--- config.mk ---
export PLATFORM = sky130hd
export DESIGN_NAME = jump_controller
export DESIGN_NICKNAME = d
export VERILOG_FILES = /design/src/rtl/jump_controller.sv
export SDC_FILE = /design/constraint.sdc
export NUM_CORES = 1
export LEC_CHECK = 0
export BUFFER_PORTS_ARGS = -buffer_cell sky130_fd_sc_hd__buf_2
export CORE_UTILIZATION = 40
export DETAILED_ROUTE_END_ITERATION = 6
export GPL_ROUTABILITY_DRIVEN = 0
export GPL_TIMING_DRIVEN = 0
export MAX_ROUTING_LAYER = met4
export PLACE_DENSITY_LB_ADDON = 0.12
export SYNTH_ARGS = -nofsm -noshare
export SYNTH_HDL_FRONTEND = slang
export SYNTH_SLANG_ARGS = --single-unit
export TNS_END_PERCENT = 30
--- constraint.sdc ---
create_clock -name clk -period 4.2 [get_ports clk]
set_clock_uncertainty 0.1 [all_clocks]
set_input_delay 0.21 -clock clk [delete_from_list [all_inputs] [get_ports clk]]
set_output_delay 0.21 -clock clk [all_outputs]
set_load 0.02 [all_outputs]
--- src/rtl/jump_controller.sv ---
// Producer side of the jump interface: debounces the player buttons, issues
// single-cycle jump requests to the block field and tracks column, score and game over.
module jump_controller #(
   parameter int DEBOUNCE_MS = 5,
   parameter int JUMP_MS     = 40,
   parameter int NUM_COLS    = 7,
   parameter int START_COL   = 3
) (
   input  logic        clk,
   input  logic        rst,
   input  logic        module_en,
   input  logic        one_ms_tick,
   input  logic        btn_left,
   input  logic        btn_right,
   input  logic        jump_fail,
   output logic        jump_left,
   output logic        jump_right,
   output logic        busy,
   output logic        game_over,
   output logic [2:0]  char_col,
   output logic [15:0] score
);

   localparam logic [2:0] DEB_LIMIT  = DEBOUNCE_MS[2:0];
   localparam logic [5:0] JUMP_LIMIT = JUMP_MS[5:0];
   localparam logic [2:0] COL_MAX    = 3'(NUM_COLS - 1);
   localparam logic [2:0] COL_START  = START_COL[2:0];

   typedef enum logic [1:0] {
      IDLE  = 2'd0,
      READY = 2'd1,
      JUMP  = 2'd2,
      FAIL  = 2'd3
   } state_t;

   // Index 0 is the left button, index 1 the right button.
   logic [1:0]      meta_r;
   logic [1:0]      sync_r;
   logic [1:0]      deb_r;
   logic [1:0]      deb_d_r;
   logic [1:0][2:0] cnt_r;
   logic [1:0]      press_s;
   logic            left_only_s;
   logic            right_only_s;

   state_t          state_r;
   state_t          state_next_s;
   logic [5:0]      ms_cnt_r;
   logic [5:0]      ms_next_s;
   logic            jl_s;
   logic            jr_s;
   logic [2:0]      col_next_s;
   logic [15:0]     score_next_s;

   // Two-flop synchronisers and per-button debounce counters advanced on the ms tick.
   always_ff @(posedge clk) begin
      if (rst) begin
         meta_r  <= 2'b00;
         sync_r  <= 2'b00;
         deb_r   <= 2'b00;
         deb_d_r <= 2'b00;
         cnt_r   <= '0;
      end else begin
         meta_r  <= {btn_right, btn_left};
         sync_r  <= meta_r;
         deb_d_r <= deb_r;
         for (int i = 0; i < 2; i++) begin
            if (one_ms_tick) begin
               if (sync_r[i] != deb_r[i]) begin
                  if (cnt_r[i] == DEB_LIMIT - 3'd1) begin
                     deb_r[i] <= sync_r[i];
                     cnt_r[i] <= 3'd0;
                  end else begin
                     cnt_r[i] <= cnt_r[i] + 3'd1;
                  end
               end else begin
                  cnt_r[i] <= 3'd0;
               end
            end
         end
      end
   end

   assign press_s      = deb_r & ~deb_d_r;
   assign left_only_s  = (press_s == 2'b01);
   assign right_only_s = (press_s == 2'b10);

   // State register together with the registered outputs and jump bookkeeping.
   always_ff @(posedge clk) begin
      if (rst) begin
         state_r    <= IDLE;
         ms_cnt_r   <= 6'd0;
         jump_left  <= 1'b0;
         jump_right <= 1'b0;
         busy       <= 1'b0;
         game_over  <= 1'b0;
         char_col   <= COL_START;
         score      <= 16'd0;
      end else begin
         state_r    <= state_next_s;
         ms_cnt_r   <= ms_next_s;
         jump_left  <= jl_s;
         jump_right <= jr_s;
         busy       <= (state_next_s == JUMP);
         game_over  <= (state_next_s == FAIL);
         char_col   <= col_next_s;
         score      <= score_next_s;
      end
   end

   // Next-state logic; a failed landing wins over enable loss and any press.
   always_comb begin
      state_next_s = state_r;
      case (state_r)
         IDLE: begin
            if (module_en) state_next_s = READY;
            else           state_next_s = IDLE;
         end
         READY: begin
            if (jump_fail)                                  state_next_s = FAIL;
            else if (!module_en)                            state_next_s = IDLE;
            else if (left_only_s && char_col != 3'd0)       state_next_s = JUMP;
            else if (right_only_s && char_col != COL_MAX)   state_next_s = JUMP;
            else                                            state_next_s = READY;
         end
         JUMP: begin
            if (jump_fail)                                             state_next_s = FAIL;
            else if (!module_en)                                       state_next_s = IDLE;
            else if (one_ms_tick && ms_cnt_r == JUMP_LIMIT - 6'd1)     state_next_s = READY;
            else                                                       state_next_s = JUMP;
         end
         FAIL:    state_next_s = FAIL;
         default: state_next_s = IDLE;
      endcase
   end

   // Next values for the pulses, column, score and the busy-window ms counter.
   always_comb begin
      jl_s         = 1'b0;
      jr_s         = 1'b0;
      col_next_s   = char_col;
      score_next_s = score;
      ms_next_s    = 6'd0;
      if (state_r == READY && module_en && !jump_fail) begin
         if (left_only_s && char_col != 3'd0) begin
            jl_s         = 1'b1;
            col_next_s   = char_col - 3'd1;
            score_next_s = (score == 16'hFFFF) ? score : score + 16'd1;
         end else if (right_only_s && char_col != COL_MAX) begin
            jr_s         = 1'b1;
            col_next_s   = char_col + 3'd1;
            score_next_s = (score == 16'hFFFF) ? score : score + 16'd1;
         end else begin
            jl_s = 1'b0;
         end
      end else if (state_r == JUMP && module_en && !jump_fail) begin
         if (one_ms_tick) begin
            if (ms_cnt_r == JUMP_LIMIT - 6'd1) ms_next_s = 6'd0;
            else                               ms_next_s = ms_cnt_r + 6'd1;
         end else begin
            ms_next_s = ms_cnt_r;
         end
      end else begin
         ms_next_s = 6'd0;
      end
   end

endmodule

After elaboration in Yosys (flattened, before gate mapping)
Cells that the tools add are included.
{"block": "op_classes", "add_sub_neg": 6, "n_eq_ne": 14, "n_mux": 21, "bitwise": 4, "reduce_logical": 17}
{"cell": "$mux W16", "count": 3}
{"cell": "$mux W3", "count": 6}
{"cell": "$add A16 B1 Y16 const B", "count": 1}
{"cell": "$eq A16 B16 Y1 const B", "count": 1}
{"cell": "$mux W2", "count": 7}
{"cell": "$eq A2 B2 Y1 const B", "count": 5}
{"cell": "$add A3 B1 Y3 const B", "count": 3}
{"cell": "$pmux W2 S4", "count": 1}
{"cell": "$logic_and A1 B1 Y1", "count": 7}
{"cell": "$add A6 B1 Y6 const B", "count": 1}
{"cell": "$eq A3 B3 Y1 const B", "count": 2}
{"cell": "$eq A6 B6 Y1 const B", "count": 1}
{"cell": "$mux W6", "count": 1}
{"cell": "$reduce_and A3 Y1", "count": 2}
{"cell": "$reduce_or A3 Y1", "count": 2}
{"cell": "$eq A2 B1 Y1 const B", "count": 2}
{"cell": "$mux W1", "count": 3}
{"cell": "$ne A3 B3 Y1 const B", "count": 1}
{"cell": "$reduce_bool A3 Y1", "count": 1}
{"cell": "$sub A3 B1 Y3 const B", "count": 1}
{"cell": "$and A2 B2 Y2", "count": 1}
{"cell": "$logic_not A2 Y1", "count": 1}
{"cell": "$ne A1 B1 Y1", "count": 2}
{"cell": "$not A1 Y1", "count": 2}
{"cell": "5 further kinds", "count": 5}
{"block": "word_totals", "regBits": 45, "input_bits": 7, "out_inout_bits": 23, "wordCells": 77}

Logic depth before layout (Yosys ltp)
Gate-level depths: netlist (run 1).
{"block": "logic_depth", "word_depth": 10, "depth_mapped": 8, "ltp_nobuf": 7}

Least setup slack after synthesis (run 1)
Ideal clock, no wire load.
{"block": "synth_path", "path_type": "register to register", "startpoint": "reg score[0]", "endpoint": "reg score[6]", "setup_ps": 71, "arrival_ps": 1876, "required_ps": 4029, "path_slack_ps": 2153, "path_stages_with_launch": 8, "n_path_buf": 2, "period_less_slack_ps": 2047, "path_cell_list": "dfxtp_1 ha_1 and3_1 and3_1 buf_2 buf_2 or4_1 a21oi_1"}
{"block": "synth_via", "elab_chain_len": 4, "word_cells_on_any_way": 5, "classes_between": "1 x add/sub; 1 x eq/ne; 3 x mux"}
{"item": "from (decl)", "line": "21", "rtl": "output logic [15:0] score"}
{"item": "from (signal assigned)", "line": "107", "rtl": "score <= score_next_s;"}
{"item": "$add A16 B1 Y16 or $eq A16 B16 Y1 (tied branches)", "line": "148, 152"}
{"item": "$mux W16 (*)", "line": "148, 152"}
{"item": "$mux W16", "line": "149", "rtl": "end else if (right_only_s && char_col != COL_MAX) begin"}
{"item": "$mux W16 (*)", "line": "145", "rtl": "if (left_only_s && char_col != 3'd0) begin"}
Every way passes the cells marked *; elsewhere a longest branch is shown, timed or not. The select of a mux whose other input is x is not followed.
A chain may end at the register's enable or synchronous reset.

Worst setup path after layout (run 1)
Same ends and word-level chain as after synthesis.

==> flow_summary.toml, run 1 <==
[floorplanning]
fp.dieArea_um2 = 5665
fp-row-count = 26
chipHeight_um = 75.27
io_pins = 30
die_w_um = 75.27
placeableCoreArea_um2 = 5140
start_util_pct = 41.77

[place]
dpl.hpwl_mm = 3.196
placedCellCount = 341
portBuffers = 29

[worst_setup_path]
arrival_ps = 2300
worstSetupPathType = "flop to flop"
setup.worst_path.end_class = "flop"
crit_path_start = "score[0]"
slowest_delay_ps = 480
cp_slowest_cell = "or4_1"
cp.required_ps = 4330
cp-start-kind = "flop"
critPathBufInv = 2
path_cells = "ha_1 > and3_1 > and3_1 > buf_2 > buf_2 > or4_1 > a21oi_1"
worstReg2RegStart = "score[0]"
cp_max_fo = 10
crit_family = "simple AND/OR/NAND/NOR gates"

[yosys]
syn_nets = 256
synth-seq-area-share_pct = 41.96
synth_compound_area_share_pct = 15.27
synth_ff_type = "dfxtp_1"
syn-cell-area_um2 = 2147
yosys-top-cells-area = "dfxtp_1 42%, a21oi_1 4.7%, o31ai_1 3.8%"
synth-edff-count = 0
synth_cell_types = 47
synth_seq_cells = 45
synth.area.mux_share_pct = 2.156
synth_async_sr_flop_share_pct = 0
synth_top_cell_by_area = "dfxtp_1"
yosys_warnings = 0
synth-xor-area-share_pct = 5.245
synthSimpleGateAreaFrac_pct = 26.34
synth_top_family_by_area = "simple AND/OR/NAND/NOR gates"
synth_top_area_share_pct = 41.96
avgSynthCellArea_um2 = 8.872
syn_inst = 242
synth_most_common_cell = "dfxtp_1"
synth_common_cells = "45 x dfxtp_1, 21 x nand2_1, 20 x a21oi_1, 20 x nor2_1, 15 x nand3_1"
synthAdderAreaFrac_pct = 4.429

[drt]
drtAntennaViolNets = 0
wire_per_inst_um = 13.07
drt_iter0_markers = 67
drt_pre_antenna_iters = 4
drc_errors = 0
routed_via_density = 5.246
wl_mm = 4.563
vias = 1831

[cts]
cts_root_buf = "clkbuf_8"
clock_latency_ps = 290
numCtsBuffers = 5
cts_buffer_depth = 2
htreeDepth = 2
numClockSinks = 45
postCtsHoldBufs = 0
clkTransAtPathRegs_ps = 80
cts_resized = 0
tritoncts = "yes"
post_cts_buffers = 0

[timing]
fmax_mhz = 459.3
relSlewSlack_pct = 56.75
worst_slew_pin_slew_ps = 640.6
tns_ps = 0
maxSlewViolCount = 0
setup_viol = 0
rsz0062_at_grt = "no"
fin_crit_sh_pct = 51.84
finalCriticalPeriod_ps = 2177
hold_viol = 0

[power]
leakage_nw = 0.9586
peakVddDrop_v = 0.0001465
p_per_area_nw_per_um2 = 320.8
design_power_total_w = 0.0008009

[min_path]
hold_class = "input pin to flop"
min_from = "btn_right"

[finish]
regArea_um2 = 900.9
nNetsFinal = 292
filler_cell_count = 535
insertedDiodeCount = 0
drive_gt1_share_pct = 18.28
multi_input_area_um2 = 1147
layout.cells.non_filler = 349
syn2layout_area_growth_pct = 16.26

[grt]
grt_max_degree = 14
track_usage_pct = 18.30
antenna_found_initial = 0
grt_pass1_vias = 1635
grt_pass1_wl_mm = 7.617
gr-total-overflow = 0

[run_status]
status = "complete, no violations"

[flow_run]
drv_cap = 0
==> power by group <==
group	leakage, nW	switching (W)	total (W)	internal (W)
registers	0.364	0.00000287	0.000433	0.000430
logic	0.536	0.0000188	0.0000303	0.0000115
clock network	0.0585	0.000143	0.000337	0.000194
total	0.959	0.000165	0.000801	0.000636
==> layer usage <==
layer | vias up | track usage, % | routed length [µm]
li1 | 937 | - | -
met1 | 855 | 23.83 | 2373
met2 | 33 | 28.13 | 1968
met3 | 6 | 4.016 | 159
met4 | 0 | 6.173 | 61
met5 | - | - | 0
==> stage by stage <==
stage	setup slack [ps]	hold slack (ps)	utilization [%]	cell area, µm²
3_5_place_dp	2044	324.1	46.30	2380
6_report	2023	20.75	48.56	2496
4_1_cts	2008	11.49	48.56	2496
3_3_place_gp	2045	318.1	46.30	2380
5_1_grt	1844	9.401	48.56	2496
2_1_floorplan	2153	238.2	-	2147
==> registers in the layout (all words and copies together) (netlist names) <==
signal and count:
score 16, cnt_r 6, ms_cnt_r 6, char_col 3
deb_d_r 2, deb_r 2, meta_r 2, state_r 2
sync_r 2, busy 1, game_over 1, jump_left 1
jump_right 1
==> logic make-up after synthesis <==
kind of cell               after synthesis
and+or+nand+nor                        103
adders and majority gates                7
DFF                                     45
xor gates and xnor gates                12
AOI/OAI and AO/OA                       49
muxes                                    4
buffers and inverters                   22
==> area by class of cell <==
class                      count  area share, %
multi-input combinational    175          45.96
sequential                    45          36.09
timing repair buffer          29          5.815
tap                           70          3.509
clock buffer                   7          3.459
buffer                        12          2.456
inverter                      10          1.504
clock inverter                 1          1.203
==> cells in the final DEF (no fill, tap or decap), types with 3 or more instances in the layout <==
| cell | count |
|---|---|
| xor2_1 | 6 |
| ha_1 | 6 |
| buf_1 | 3 |
| and3_1 | 3 |
| buf_2 | 33 |
| a21oi_1 | 20 |
| o31ai_1 | 11 |
| or4_1 | 11 |
| nor2b_1 | 6 |
| o21ai_0 | 6 |
| nand4_1 | 4 |
| o311ai_0 | 3 |
| nand3_1 | 15 |
| nand2b_1 | 6 |
| xnor2_1 | 5 |
| clkbuf_8 | 6 |
| or3_1 | 4 |
| clkbuf_1 | 4 |
| dfxtp_1 | 45 |
| nor2_1 | 20 |
| o41ai_1 | 3 |
| inv_1 | 10 |
| nand2_1 | 21 |
==> path summary, 6_finish.rpt <==
kind / end / slack, ps / depth (start not counted)
worst max-delay path: score[6] / 2020 / 7
worst min-delay path: meta_r[1] / 20 / 2
worst max register to register: score[6] / 2020 / 7
worst min register to register: sync_r[0] / 350 / 1
Power figures use the tool's default switching activity.
==> run 2: changes to the inputs <==
clock period = 2.2 ns   (was 4.2 ns; I/O delays follow)
==> flow_summary.toml, run 2 (synthesized netlist as in run 1, its figures left out) <==
[drt]
routed-wl-met3_um = 142
met2_length_mm = 2.049
top_layer_used = "met4"
wire_per_inst_um = 13.16
drtAntennaViolNets = 0
wl_mm = 4.634
drc_errors = 0
drt-met1-wl_mm = 2.380
drt_iter0_markers = 71
routed_via_density = 5.250
drt_pre_antenna_iters = 4
vias = 1848

[finish]
nNetsFinal = 295
final_cell_mix = "42 x dfxtp_1, 32 x buf_2, 21 x nand2_1"
final_common_cell = "dfxtp_1"
filler_cell_count = 535
syn2layout_area_growth_pct = 18.82
drive_gt1_share_pct = 20.92
insertedDiodeCount = 0
top_regs = "score: 16 flops, cnt_r: 6 flops, ms_cnt_r: 6 flops"
top_register = "score"
largest_reg_flops = 16

[timing]
setup_viol = 0
tns_ps = 0
rsz0062_at_grt = "no"
fmax_mhz = 475.8
maxSlewViolCount = 0
timing.final.ws_setup_ps = 98.29
fin_crit_sh_pct = 95.53
finalCriticalPeriod_ps = 2102
worst_slew_pin_slew_ps = 624.7
hold_viol = 0
relSlewSlack_pct = 57.83

[floorplanning]
chipHeight_um = 75.27
die_w_um = 75.27
placeableCoreArea_um2 = 5140
fp.dieArea_um2 = 5665
start_util_pct = 41.77
fp-row-count = 26
io_pins = 30

[worst_setup_path]
cp_max_fo = 10
setup.worst_path.end_class = "flop"
arrival_ps = 2230
cp.required_ps = 2320
cp-start-kind = "flop"
worstSetupPathType = "flop to flop"

[run_status]
status = "complete, no violations"

[place]
post-place-ws_ps = 43.67
portBuffers = 29
dpl.hpwl_mm = 3.196

[cts]
clock_latency_ps = 290
numCtsBuffers = 5
htreeDepth = 2
tritoncts = "yes"
numClockSinks = 45
clkTransAtPathRegs_ps = 80
cts_buffer_depth = 2
cts_root_buf = "clkbuf_8"

[grt]
gr-total-overflow = 0
grt_max_degree = 14
track_usage_pct = 18.30
grt_pass1_vias = 1635
grt_pass1_wl_mm = 7.617
antenna_found_initial = 0

[min_path]
hold_class = "input pin to flop"

[power]
p_per_area_nw_per_um2 = 599.9
peakVddDrop_v = 0.0002885
leakage_nw = 0.9863

[flow_run]
drv_cap = 0
-- run 2: cell count changes in the layout (fill, tap and decap cells not counted), sizes merged --
cell and change:
dlygate4sd3 +2, buf +1
-- run 2: where the power goes --
part | switching, W | total, W | internal (W) | leakage [nW]
Clock | 0.000272 | 0.000643 | 0.000370 | 0.0585
Combinational | 0.0000362 | 0.0000604 | 0.0000242 | 0.562
Sequential | 0.00000551 | 0.000827 | 0.000822 | 0.365
Total | 0.000314 | 0.00153 | 0.00122 | 0.986
-- run 2: final timing paths --
kind / from / to / slack (ps) / depth (start not counted)
worst max-delay path: score[0] / score[6] / 100 / 7
worst min-delay path: rst / score[2] / 80 / 3
worst max register to register: score[0] / score[6] / 100 / 7
worst min register to register: meta_r[0] / sync_r[0] / 350 / 1
-- run 2: final cells by class --
cell class / count / area [µm²] / share of cell area (%)
Clock buffer: 7 / 86.33 / 3.384
Sequential cell: 45 / 904.6 / 35.46
Tap cell: 70 / 87.58 / 3.433
Inverter: 10 / 37.54 / 1.471
Timing Repair Buffer: 32 / 172.7 / 6.768
Buffer: 12 / 63.81 / 2.501
Clock inverter: 1 / 30.03 / 1.177
Multi-Input combinational cell: 175 / 1169 / 45.81
-- run 2: timing repair --
| action | 4_1_cts | 5_1_grt |
|---|---|---|
| buffers inserted | 0 | 1 |
| hold endpoints to repair | 2 | 0 |
| setup endpoints to repair | 0 | 16 |
| hold buffers | 2 | 0 |
| gates resized for setup | 0 | 10 |
-- run 2: through the flow --
step                      utilization (%)  hold slack [ps]  cell area (µm²)  cells  power [W]
after floorplan                         -            138.2             2147    242  0.0008843
after global placement              46.30            218.1             2380    341  0.0009050
after detailed placement            46.30            224.1             2380    341  0.0009053
after CTS                           48.95            77.54             2516    351   0.001557
after global routing                49.63            87.22             2551    352   0.001593
final                               49.63            79.40             2551    352   0.001530
-- run 2: worst max-delay path: stages (launching register included) --
cell     delay, ps
dfxtp_2        350
ha_2           200
and3_2         250
and3_1         170
buf_2          160
buf_4          180
or4_1          470
a21oi_1        150
-- run 2: layer usage --
metal  track usage, %  up-vias
li1                 -      940
met1            23.83      867
met2            28.13       35
met3            4.016        6
met4            6.173        0
met5                -        -
==> run 3: changes to the inputs <==
CORE_MARGIN = 2   (was not set)
MAX_ROUTING_LAYER = not set   (was met4)
==> flow_summary.toml, run 3 (synthesized netlist as in run 1, its figures left out) <==
[run_status]
status = "complete, no violations"

[finish]
nNetsFinal = 296
largest_reg_flops = 16
multi_input_area_um2 = 1175
filler_cell_count = 536
utilization_pct = 49.27
insertedDiodeCount = 0
regArea_um2 = 905.9
top_register = "score"
top_regs = "score: 16 flops, cnt_r: 6 flops, ms_cnt_r: 6 flops"
syn2layout_area_growth_pct = 17.95
drive_gt1_share_pct = 21.55
final_cell_mix = "41 x dfxtp_1, 32 x buf_2, 21 x nand2_1"
finish.instance_area_um2 = 2532
final_common_cell = "dfxtp_1"

[min_path]
min_from = "rst"
hold_class = "input pin to flop"

[grt]
grt_max_degree = 14
grt_pass1_wl_mm = 8.066
antenna_found_initial = 0
gr-total-overflow = 0
track_usage_pct = 16.79
grt_pass1_vias = 1731

[place]
placed_area_um2 = 2380
portBuffers = 29
dpl.hpwl_mm = 3.267
post-place-ws_ps = 46.11

[worst_setup_path]
cp_slowest_cell = "or4_1"
critPathBufInv = 2
worstSetupPathType = "flop to flop"
worstReg2RegStart = "score[0]"
crit_family = "simple AND/OR/NAND/NOR gates"
setup.worst_path.end_class = "flop"
cp_max_fo = 10
cp-start-kind = "flop"
cp.required_ps = 2330
crit_path_start = "score[0]"
arrival_ps = 2220
path_cells = "ha_1 > and3_4 > and3_1 > buf_2 > buf_4 > or4_1 > a21oi_1"
slowest_delay_ps = 480

[drt]
drt_pre_antenna_iters = 4
drt_iter0_markers = 68
routed_via_density = 5.178
drtAntennaViolNets = 0
wire_per_inst_um = 13.24
wl_mm = 4.672
vias = 1828
drc_errors = 0

[power]
p_per_area_nw_per_um2 = 547.6
p_int_w = 0.001066
switching_share_pct = 23.10
clockPowerShare_pct = 36.1
peakVddDrop_v = 0.0003358
power.switching_w = 0.0003204
p_comb_share_pct = 4.3
leakage_nw = 0.9809
p_seq_share_pct = 59.6

[flow_run]
drv_cap = 0

[cts]
clock_latency_ps = 300
cts_root_buf = "clkbuf_8"
numCtsBuffers = 5
cts_buffer_depth = 2
tritoncts = "yes"
numClockSinks = 45
clkTransAtPathRegs_ps = 80
htreeDepth = 2

[timing]
fmax_mhz = 478.6
setup_viol = 0
rsz0062_at_grt = "no"
timing.final.ws_setup_ps = 110.6
relSlewSlack_pct = 61.56
worst_slew_pin_slew_ps = 569.4
tns_ps = 0
hold_viol = 0
finalCriticalPeriod_ps = 2089
fin_crit_sh_pct = 94.97
maxSlewViolCount = 0

[floorplanning]
placeableCoreArea_um2 = 5140
die_w_um = 77.27
start_util_pct = 41.77
fp.dieArea_um2 = 5970
fp-row-count = 26
io_pins = 30
chipHeight_um = 77.27
-- run 3: final timing paths --
| path | cells after the start | slack [ps] | to |
|---|---|---|---|
| worst min register to register | 1 | 350 | sync_r[0] |
| worst max register to register | 7 | 110 | score[6] |
| worst min-delay path | 3 | 40 | score[2] |
| worst max-delay path | 7 | 110 | score[6] |
-- run 3: area by class of cell --
class                           instances  area share [%]
Buffer                                 12           2.520
Tap cell                               70           3.458
Inverter                               10           1.482
Sequential cell                        45           35.77
Clock inverter                          2          0.3953
Timing Repair Buffer                   33           7.115
Clock buffer                            6           2.866
Multi-Input combinational cell        175           46.39
-- run 3: repair_timing --
| action | in CTS | in global routing |
|---|---|---|
| hold buffers | 2 | 0 |
| endpoints found under the setup margin | 0 | 13 |
| gates resized for setup | 0 | 13 |
| setup buffers | 0 | 2 |
| endpoints found under the hold margin | 2 | 0 |
-- run 3: routing by layer --
metal | wire (µm) | GRT usage (%) | up-vias | share of wire, %
met2 | 2043 | 26.35 | 41 | 44
met3 | 236 | 4.000 | 5 | 5.1
met5 | 0 | 0 | - | 0
met1 | 2318 | 22.30 | 831 | 50
li1 | - | - | 951 | -
met4 | 74 | 6.429 | 0 | 1.6
-- run 3: per-stage QoR --
stage,total power [W],hold slack [ps],instances
global route,0.001449,83.80,353
finish,0.001387,37.74,353
detailed placement,0.0009047,226.0,341
CTS,0.001412,31.00,351
global placement,0.0009041,219.4,341
floorplan,0.0008843,138.2,242
-- run 3: power by group through the flow --
| stage | registers [W] | clock network [W] | logic (W) |
|---|---|---|---|
| 6_report | 0.000827 | 0.000500 | 0.0000597 |
| 5_1_grt | 0.000828 | 0.000552 | 0.0000685 |
| 4_1_cts | 0.000827 | 0.000524 | 0.0000608 |
| 3_5_place_dp | 0.000847 | 0 | 0.0000580 |
| 3_3_place_gp | 0.000846 | 0 | 0.0000579 |
| 2_1_floorplan | 0.000846 | 0 | 0.0000379 |
-- run 3: worst min-delay path: cells and delay by family --
kind	cells	cell delay, ps
compound gates	1	50
buf+inv	1	120
simple gates	1	110
